==> src/rtl/hazard_ctrl_unit.sv <==
// Pipeline control brain: opcode decode, forwarding selects,
// load/branch hazard stall FSM and saturating event counters.
module hazard_ctrl_unit #(
    parameter int RST_HOLD = 2,
    parameter int CNT_W    = 16
) (
    input  logic             CLK,
    input  logic             RST,
    input  logic [5:0]       OpCode,
    input  logic [4:0]       IfId_Rs,
    input  logic [4:0]       IfId_Rt,
    input  logic [4:0]       IdEx_Rs,
    input  logic [4:0]       IdEx_Rt,
    input  logic [4:0]       IdEx_WrReg,
    input  logic             IdEx_Reg_Wr_Control,
    input  logic             IdEx_MemRead,
    input  logic [4:0]       ExMem_Rd,
    input  logic             ExMem_Reg_Wr_Control,
    input  logic             ExMem_MemRead,
    input  logic [4:0]       MemWb_Rd,
    input  logic             MemWb_Reg_Wr_Control,
    input  logic             Ctrl_Branch,
    output logic             RegDst,
    output logic             Jump,
    output logic             Branch,
    output logic             MemRead,
    output logic             MemtoReg,
    output logic             MemWrite,
    output logic             ALU_Src,
    output logic             RegWrite,
    output logic [1:0]       Alu_Op,
    output logic [1:0]       FwdRs,
    output logic [1:0]       FwdRt,
    output logic [1:0]       Fwd_IfId_Rs,
    output logic [1:0]       Fwd_IfId_Rt,
    output logic             Stall,
    output logic             Flush,
    output logic             FwdPc,
    output logic [CNT_W-1:0] stall_cnt,
    output logic [CNT_W-1:0] flush_cnt
);

    typedef enum logic [1:0] {HOLD, RUN, BR2} state_t;

    localparam int HW = (RST_HOLD > 1) ? $clog2(RST_HOLD) : 1;
    localparam logic [HW-1:0] HOLD_INIT = HW'(RST_HOLD - 1);

    state_t        state, state_nx;
    logic [HW-1:0] hold_cnt, hold_nx;

    logic       d_regdst, d_jump, d_branch, d_memread;
    logic       d_memtoreg, d_memwrite, d_alusrc, d_regwrite;
    logic [1:0] d_aluop;
    logic       uses_rt;
    logic       lu, bex, bmem, redirect;

    always_comb begin
        d_regdst   = 1'b0;
        d_jump     = 1'b0;
        d_branch   = 1'b0;
        d_memread  = 1'b0;
        d_memtoreg = 1'b0;
        d_memwrite = 1'b0;
        d_alusrc   = 1'b0;
        d_regwrite = 1'b0;
        d_aluop    = 2'b00;
        uses_rt    = 1'b0;
        case (OpCode)
            6'b000000: begin
                d_regdst   = 1'b1;
                d_regwrite = 1'b1;
                d_aluop    = 2'b10;
                uses_rt    = 1'b1;
            end
            6'b100011: begin
                d_alusrc   = 1'b1;
                d_memread  = 1'b1;
                d_memtoreg = 1'b1;
                d_regwrite = 1'b1;
            end
            6'b101011: begin
                d_alusrc   = 1'b1;
                d_memwrite = 1'b1;
                uses_rt    = 1'b1;
            end
            6'b001000: begin
                d_alusrc   = 1'b1;
                d_regwrite = 1'b1;
            end
            6'b000100: begin
                d_branch = 1'b1;
                d_aluop  = 2'b01;
                uses_rt  = 1'b1;
            end
            6'b000010: d_jump = 1'b1;
            default: ;
        endcase
    end

    // A stalled instruction leaves as a bubble: every control dropped.
    assign RegDst   = d_regdst   & ~Stall;
    assign Jump     = d_jump     & ~Stall;
    assign Branch   = d_branch   & ~Stall;
    assign MemRead  = d_memread  & ~Stall;
    assign MemtoReg = d_memtoreg & ~Stall;
    assign MemWrite = d_memwrite & ~Stall;
    assign ALU_Src  = d_alusrc   & ~Stall;
    assign RegWrite = d_regwrite & ~Stall;
    assign Alu_Op   = Stall ? 2'b00 : d_aluop;

    function automatic logic [1:0] fwd_sel(
        input logic [4:0] src,
        input logic       em_wr,
        input logic [4:0] em_rd,
        input logic       mw_wr,
        input logic [4:0] mw_rd
    );
        if (em_wr && em_rd != 5'd0 && em_rd == src)
            return 2'b10;
        else if (mw_wr && mw_rd != 5'd0 && mw_rd == src)
            return 2'b01;
        else
            return 2'b00;
    endfunction

    assign FwdRs = fwd_sel(IdEx_Rs, ExMem_Reg_Wr_Control, ExMem_Rd,
                           MemWb_Reg_Wr_Control, MemWb_Rd);
    assign FwdRt = fwd_sel(IdEx_Rt, ExMem_Reg_Wr_Control, ExMem_Rd,
                           MemWb_Reg_Wr_Control, MemWb_Rd);
    assign Fwd_IfId_Rs = fwd_sel(IfId_Rs, ExMem_Reg_Wr_Control, ExMem_Rd,
                                 MemWb_Reg_Wr_Control, MemWb_Rd);
    assign Fwd_IfId_Rt = fwd_sel(IfId_Rt, ExMem_Reg_Wr_Control, ExMem_Rd,
                                 MemWb_Reg_Wr_Control, MemWb_Rd);

    assign lu = IdEx_MemRead && IdEx_WrReg != 5'd0 &&
                (IdEx_WrReg == IfId_Rs ||
                 (uses_rt && IdEx_WrReg == IfId_Rt));
    assign bex = d_branch && IdEx_Reg_Wr_Control && !IdEx_MemRead &&
                 IdEx_WrReg != 5'd0 &&
                 (IdEx_WrReg == IfId_Rs || IdEx_WrReg == IfId_Rt);
    assign bmem = d_branch && ExMem_MemRead && ExMem_Rd != 5'd0 &&
                  (ExMem_Rd == IfId_Rs || ExMem_Rd == IfId_Rt);
    assign redirect = d_jump | (d_branch & Ctrl_Branch);

    always_ff @(posedge CLK or posedge RST) begin
        if (RST) begin
            state    <= HOLD;
            hold_cnt <= HOLD_INIT;
        end else begin
            state    <= state_nx;
            hold_cnt <= hold_nx;
        end
    end

    always_comb begin
        state_nx = state;
        hold_nx  = hold_cnt;
        Stall    = 1'b0;
        Flush    = 1'b0;
        FwdPc    = 1'b0;
        case (state)
            HOLD: begin
                Stall = 1'b1;
                Flush = 1'b1;
                if (hold_cnt == '0)
                    state_nx = RUN;
                else
                    hold_nx = hold_cnt - 1'b1;
            end
            RUN: begin
                Stall = lu | bex | bmem;
                FwdPc = ~Stall & redirect;
                Flush = FwdPc;
                // Load feeding a beq needs a second bubble for the ID compare.
                if (lu && d_branch)
                    state_nx = BR2;
            end
            BR2: begin
                Stall    = 1'b1;
                state_nx = RUN;
            end
            default: state_nx = HOLD;
        endcase
    end

    always_ff @(posedge CLK or posedge RST) begin
        if (RST) begin
            stall_cnt <= '0;
            flush_cnt <= '0;
        end else begin
            if (Stall && state != HOLD && stall_cnt != '1)
                stall_cnt <= stall_cnt + 1'b1;
            if (FwdPc && flush_cnt != '1)
                flush_cnt <= flush_cnt + 1'b1;
        end
    end

endmodule

==> config.mk <==
export PLATFORM = sky130hd
export DESIGN_NAME = hazard_ctrl_unit
export DESIGN_NICKNAME = d
export VERILOG_FILES = /design/src/rtl/hazard_ctrl_unit.sv
export SDC_FILE = /design/constraint.sdc
export NUM_CORES = 1
export LEC_CHECK = 0
export CORE_UTILIZATION = 48
export DETAILED_ROUTE_END_ITERATION = 8
export GPL_TIMING_DRIVEN = 0
export PLACE_DENSITY = 0.86
export SLEW_MARGIN = 10
export SYNTH_ARGS = -nofsm -noshare
export SYNTH_HDL_FRONTEND = slang
export SYNTH_SLANG_ARGS = --single-unit
==> constraint.sdc <==
create_clock -name CLK -period 5.2 [get_ports CLK]
set_input_delay 1.04 -clock CLK [delete_from_list [all_inputs] [get_ports CLK]]
set_output_delay 1.04 -clock CLK [all_outputs]
set_load 0.1 [all_outputs]
==> reports/metrics.yaml <==
logic_synthesis:
  synth.cell_area_um2: 2661
  syn_avg_cell_area_um2: 9.371
  synth_seq_cells: 35
  async_reset_ff_share_pct: 100.0
  yosysWarnings: 0
  yosysSeqAreaShare_pct: 32.96
  synth_edf_count: 0
  synth_flop_cell: "dfrtp_1"
  synth_cell_type_count: 47
  syn_nets: 335
  syn-instance-count: 284
worst_hold_path:
  hp-class: "flip-flop to flip-flop"
critical_path:
  cp_slowest_stage_delay_ps: 860
  critPathKind: "input pin to output pin"
  worstPathCellList: "clkdlybuf4s50_1, buf_2, nor2_1, and3_1, a21o_1, a21o_2, nor2_1, o21ai_4, nor2_1, dlygate4sd2_1"
  arrival_ps: 3970
  worstPathRequired_ps: 4160
  critPathCaptureType: "output pin"
  cpMostUsedCell: "nor2_1"
  cp_max_fo: 10
  crit_slowest_cell: "dlygate4sd2_1"
  critPathLaunchType: "input pin"
timing:
  setup_viol: 0
  worst_pin_slew_ps: 998.6
  setup_ws_ps: 185.2
  fin_crit_sh_pct: 96.44
  clock_skew_ps: 4.410
  max_slew_margin_pct: 33.22
  hold_viol: 0
  finalMaxSlewViolations: 0
  rsz0062_at_grt: "no"
  fmaxAchievable_mhz: 199.4
  min_period_ps: 5015
global_routing:
  grt_max_degree: 36
  grtUsageTotal_pct: 25.52
  overflow: 0
  grt_pass1_vias: 2527
  antenna_found_initial: 0
  grt_pass1_wl_mm: 12.05
detailed_routing:
  vias: 2553
  avgViaCountPerCell: 5.636
  totalWireLength_mm: 7.274
  drt_iter0_drc: 104
  ant_nets: 0
  dr.pass1.iters: 6
  drc: 0
  wl_per_cell_um: 16.06
place:
  place.gp.congestion: 0.8690
  placed_cell_area_um2: 3787
  port_buffers: 91
  place_worst_setup_slack_ps: -434.4
  dpl.hpwl_mm: 5.409
floorplanning:
  initial_utilization_pct: 50.81
  io_pins: 102
  die_y_um: 76.46
  coreArea_um2: 5238
  die_x_um: 76.46
  die-area_um2: 5846
  fp-row-count: 26
status:
  status: "complete, no violations"
final_layout:
  antenna_cells: 0
  multi_input_area_um2: 1797
  fin_area_um2: 3835
  nets: 433
  seq_area_um2: 877.1
  area_delta_synth_final_pct: 44.10
  layout-drive-gt1-share_pct: 15.67
  final.fill_count: 418
clock_network:
  cts_resized: 18
  clk_pin_slew_worst_paths_ps: 60
  tritoncts: "built"
  cts_buffer_depth: 2
  clk_latency_ps: 290
  numCtsBuffers: 5
  hold_buffers: 0
  clkSinkCount: 35
  cts_setup_buffers: 0
  cts_root_buf: "clkbuf_8"
  cts-htree-levels: 2
power:
  power_density_nw_per_um2: 215.0
  leakagePower_nw: 1.556
  peakVddDrop_mv: 0.3065
flow_run:
  max_cap_violations: 0
## critical path: cells and delay by family
kind,cells,cell delay (ps)
buffers and inverters,3,1630
and+or+nand+nor,4,700
AOI/OAI and AO/OA,3,600
## final cells by class
class / count / area share (%)
Clock buffer: 7 / 1.990
Buffer: 18 / 2.643
Tap cell: 70 / 2.284
Timing Repair Buffer: 91 / 22.74
Sequential cell: 35 / 22.87
Inverter: 5 / 0.4894
Clock inverter: 1 / 0.1305
Multi-Input combinational cell: 226 / 46.85
## flip-flops by register name (all words and copies together) (netlist names)
name / cells
stall_cnt: 16
flush_cnt: 16
state: 2
hold_cnt: 1
## layer usage
layer,global-route usage (%),wire length (µm),vias to the layer above
li1,-,-,1209
met1,33.51,3309,1240
met2,41.35,3367,91
met3,5.389,470,13
met4,9.038,127,0
met5,0,0,-
## path summary, 6_finish.rpt
| path | cells after the start | slack (ps) | startpoint | end |
|---|---|---|---|---|
| max reg2reg | 7 | 2800 | stall_cnt[0]$_DFFE_PP0P_ | stall_cnt[15]$_DFFE_PP0P_ |
| min | 1 | 470 | hold_cnt$_DFFE_PP1P_ | hold_cnt$_DFFE_PP1P_ |
| min in group asynchronous | 2 | 1200 | RST | flush_cnt[1]$_DFFE_PP0P_ |
| max | 10 | 190 | OpCode[3] | Alu_Op[0] |
| min reg2reg | 1 | 470 | hold_cnt$_DFFE_PP1P_ | hold_cnt$_DFFE_PP1P_ |
| max in group asynchronous | 2 | 3540 | RST | flush_cnt[10]$_DFFE_PP0P_ |
## Yosys cell counts (3+ instances only)
library cell	count	area share [%]
a21oi_1	3	0.56
and2_1	4	0.94
and3_1	19	4.5
buf_2	5	0.94
clkbuf_1	9	1.3
dfrtp_1	34	32
inv_1	5	0.71
mux2i_1	3	1.1
nand2_1	11	1.6
nand3_1	17	3.2
nand4_1	7	1.6
nor2_1	13	1.8
nor3_1	9	1.7
nor4_1	9	2.1
nor4b_1	4	1.3
o2111ai_1	4	1.3
o211ai_1	3	0.85
o211ai_2	6	2.8
o21ai_0	3	0.56
or4_1	6	1.7
xnor2_1	47	15
xor2_1	31	10
## layout by cell type (no fill, tap or decap), types with 3 or more instances in the layout
master,n
nor4_2,4
o211ai_2,6
inv_1,4
xor2_1,31
buf_2,5
clkbuf_2,11
and3_1,19
buf_4,3
o211ai_1,3
or4_1,6
mux2i_1,3
nand4_1,7
clkbuf_8,5
and2_1,4
nor3_2,4
nor4_1,3
dlygate4sd2_1,3
xnor2_1,47
clkdlybuf4s50_1,78
o2111ai_1,4
nand2_1,11
nand3_1,17
nor2_1,13
nor4b_4,3
dfrtp_1,34
o21ai_0,3
nor3_1,5
a21oi_1,3
clkbuf_1,7
## metrics by stage
step,utilization [%],instances,power (mW),setup TNS [ps],hold slack [ps]
2_1_floorplan,-,284,0.5392,-724.3,440.7
3_3_place_gp,72.31,445,0.6317,-2226,448.5
3_5_place_dp,72.31,445,0.6405,-3486,462.8
4_1_cts,73.63,453,0.8323,0,472.1
5_1_grt,73.22,453,0.8606,0,484.6
6_report,73.22,453,0.8246,0,466.2
## report_power, final
group	switching, mW	total, mW	leakage, nW	internal (mW)
sequential	0.0236	0.312	0.475	0.288
clock	0.0949	0.189	0.0422	0.0939
combinational	0.221	0.324	1.04	0.102
## cell families after synthesis
| logic type | count (synthesis) | synth area share (%) |
|---|---|---|
| mux | 5 | 1.975 |
| fa+ha+maj | 2 | 0.9401 |
| buf+inv | 23 | 4.325 |
| compound gates | 33 | 10.77 |
| xor+xnor | 78 | 25.67 |
| simple gates | 108 | 23.37 |
| flops | 35 | 32.96 |
Note: power is estimated with default switching activity, not from simulation.
==> RTL change: new RTL, same settings <==
`CNT_W`: 16 -> 32.
--- a/src/rtl/hazard_ctrl_unit.sv
+++ b/src/rtl/hazard_ctrl_unit.sv
@@ -3,5 +3,5 @@
 module hazard_ctrl_unit #(
     parameter int RST_HOLD = 2,
-    parameter int CNT_W    = 16
+    parameter int CNT_W    = 32
 ) (
     input  logic             CLK,
Ports: changed (resized flush_cnt and stall_cnt); port bits go from 102 to 134. The function was not compared with the original's and may differ.
==> RTL change against the unedited design <==
  * Sequential cell count rose by 32
  * Routed wire length rose by 47%
  * Register-to-register slack got worse by 0.46 ns
  * Largest power group is now registers
  * Power rose by 49%
  * Worst setup slack got worse by 0.022 ns
  * Cell area rose by 49%
  * Area after synthesis rose by 53%
  * Global-route usage rose by 0.24 points
==> RTL change: results <==
set metrics [dict create \
    crit_path_end "MemtoReg" \
    fin_hold_ws_ns 0.454 \
    dr.pass1.iters 4 \
    wl_per_cell_um 15.7 \
    route.final.wire_length_mm 10.7 \
    power.leakage_nw 2.38 \
    met2_wirelength_mm 5.69 \
    internal_mw 0.813 \
    mappedNetlistNets 488 \
    globalRouteMet1Util_pct 31.4 \
    gr-usage-all-layers_pct 25.8 \
    dr.first_iter.drc_count 142 \
    clock_power_share_pct 29.8 \
    layout_top_registers "flush_cnt x32, stall_cnt x32, state x2" \
    gr-usage-met3_pct 5.26 \
    place_area_um2 5520 \
    routed_via_density 5.40 \
    grt_pass1_vias 3793 \
    fin_skew_ns 0.00722 \
    synthAdderAreaFrac_pct 0.617 \
    layout-drive-gt1-share_pct 8.00 \
    hold_start "hold_cnt$_DFFE_PP1N_" \
    reg2reg_from "stall_cnt[6]$_DFFE_PP0P_" \
    reg2regPathDepth 8 \
    synth_top_cells_by_area "dfrtp_1 41%, xnor2_1 13%, xor2_1 11%, nand3_1 4.4%, nand2_1 3.8%" \
    r2r_path_end "stall_cnt[5]$_DFFE_PP0P_" \
    worstHoldEndpoint "hold_cnt$_DFFE_PP1N_" \
    worst_slack_placed_ns -0.0850 \
    multiplexer_fraction_of_the_synthesized_cell_area_pct 0.524 \
    wl_met1_mm 4.55 \
    post_synth_xor_area_fraction_pct 23.7 \
    fin_ws_ns 0.163 \
    outcome "complete, no violations" \
    reg2reg_slack_ns 2.34 \
    synth_seq_area_share_pct 41.3 \
    cts_repair_resize_count 2 \
    post_synth_most_frequent_cells "66 x dfrtp_1, 59 x xnor2_1, 51 x xor2_1, 41 x nand2_1, 36 x nand3_1" \
    sequentialPowerShare_pct 45.2 \
    numPortBuffers 123 \
    htree_levels 3 \
    swShare_pct 33.8 \
    clk-insertion-delay-late_ns 0.33 \
    maxSlewHeadroom_pct 33.0 \
]
==> RTL change: changes by cell type after synthesis, sizes merged, moves of 5 or more <==
cell,change
dfrtp,+32
nand2,+30
nor3,+20
xor2,+20
nand3,+19
nor2,+15
nand4,+12
xnor2,+12
and3,-11
inv,+8
o211ai,-8
clkbuf,+6
buf,-5
==> RTL change: critical path, delay by kind of cell <==
kind	cells	cell delay (ns)
buffers and inverters	3	1.59
AO/OA/AOI/OAI	3	0.64
AND/OR/NAND/NOR	4	0.73
==> RTL change: cell type report <==
cell class                      instances  area [um2]  area share (%)
Multi-Input combinational cell        338        2320            40.6
Sequential cell                        67        1680            29.4
Timing Repair Buffer                  123        1260            22.0
Clock buffer                           12         145            2.54
Tap cell                              105         131            2.30
Buffer                                 19         111            1.95
Inverter                               13        51.3           0.899
Clock inverter                          3        15.0           0.263
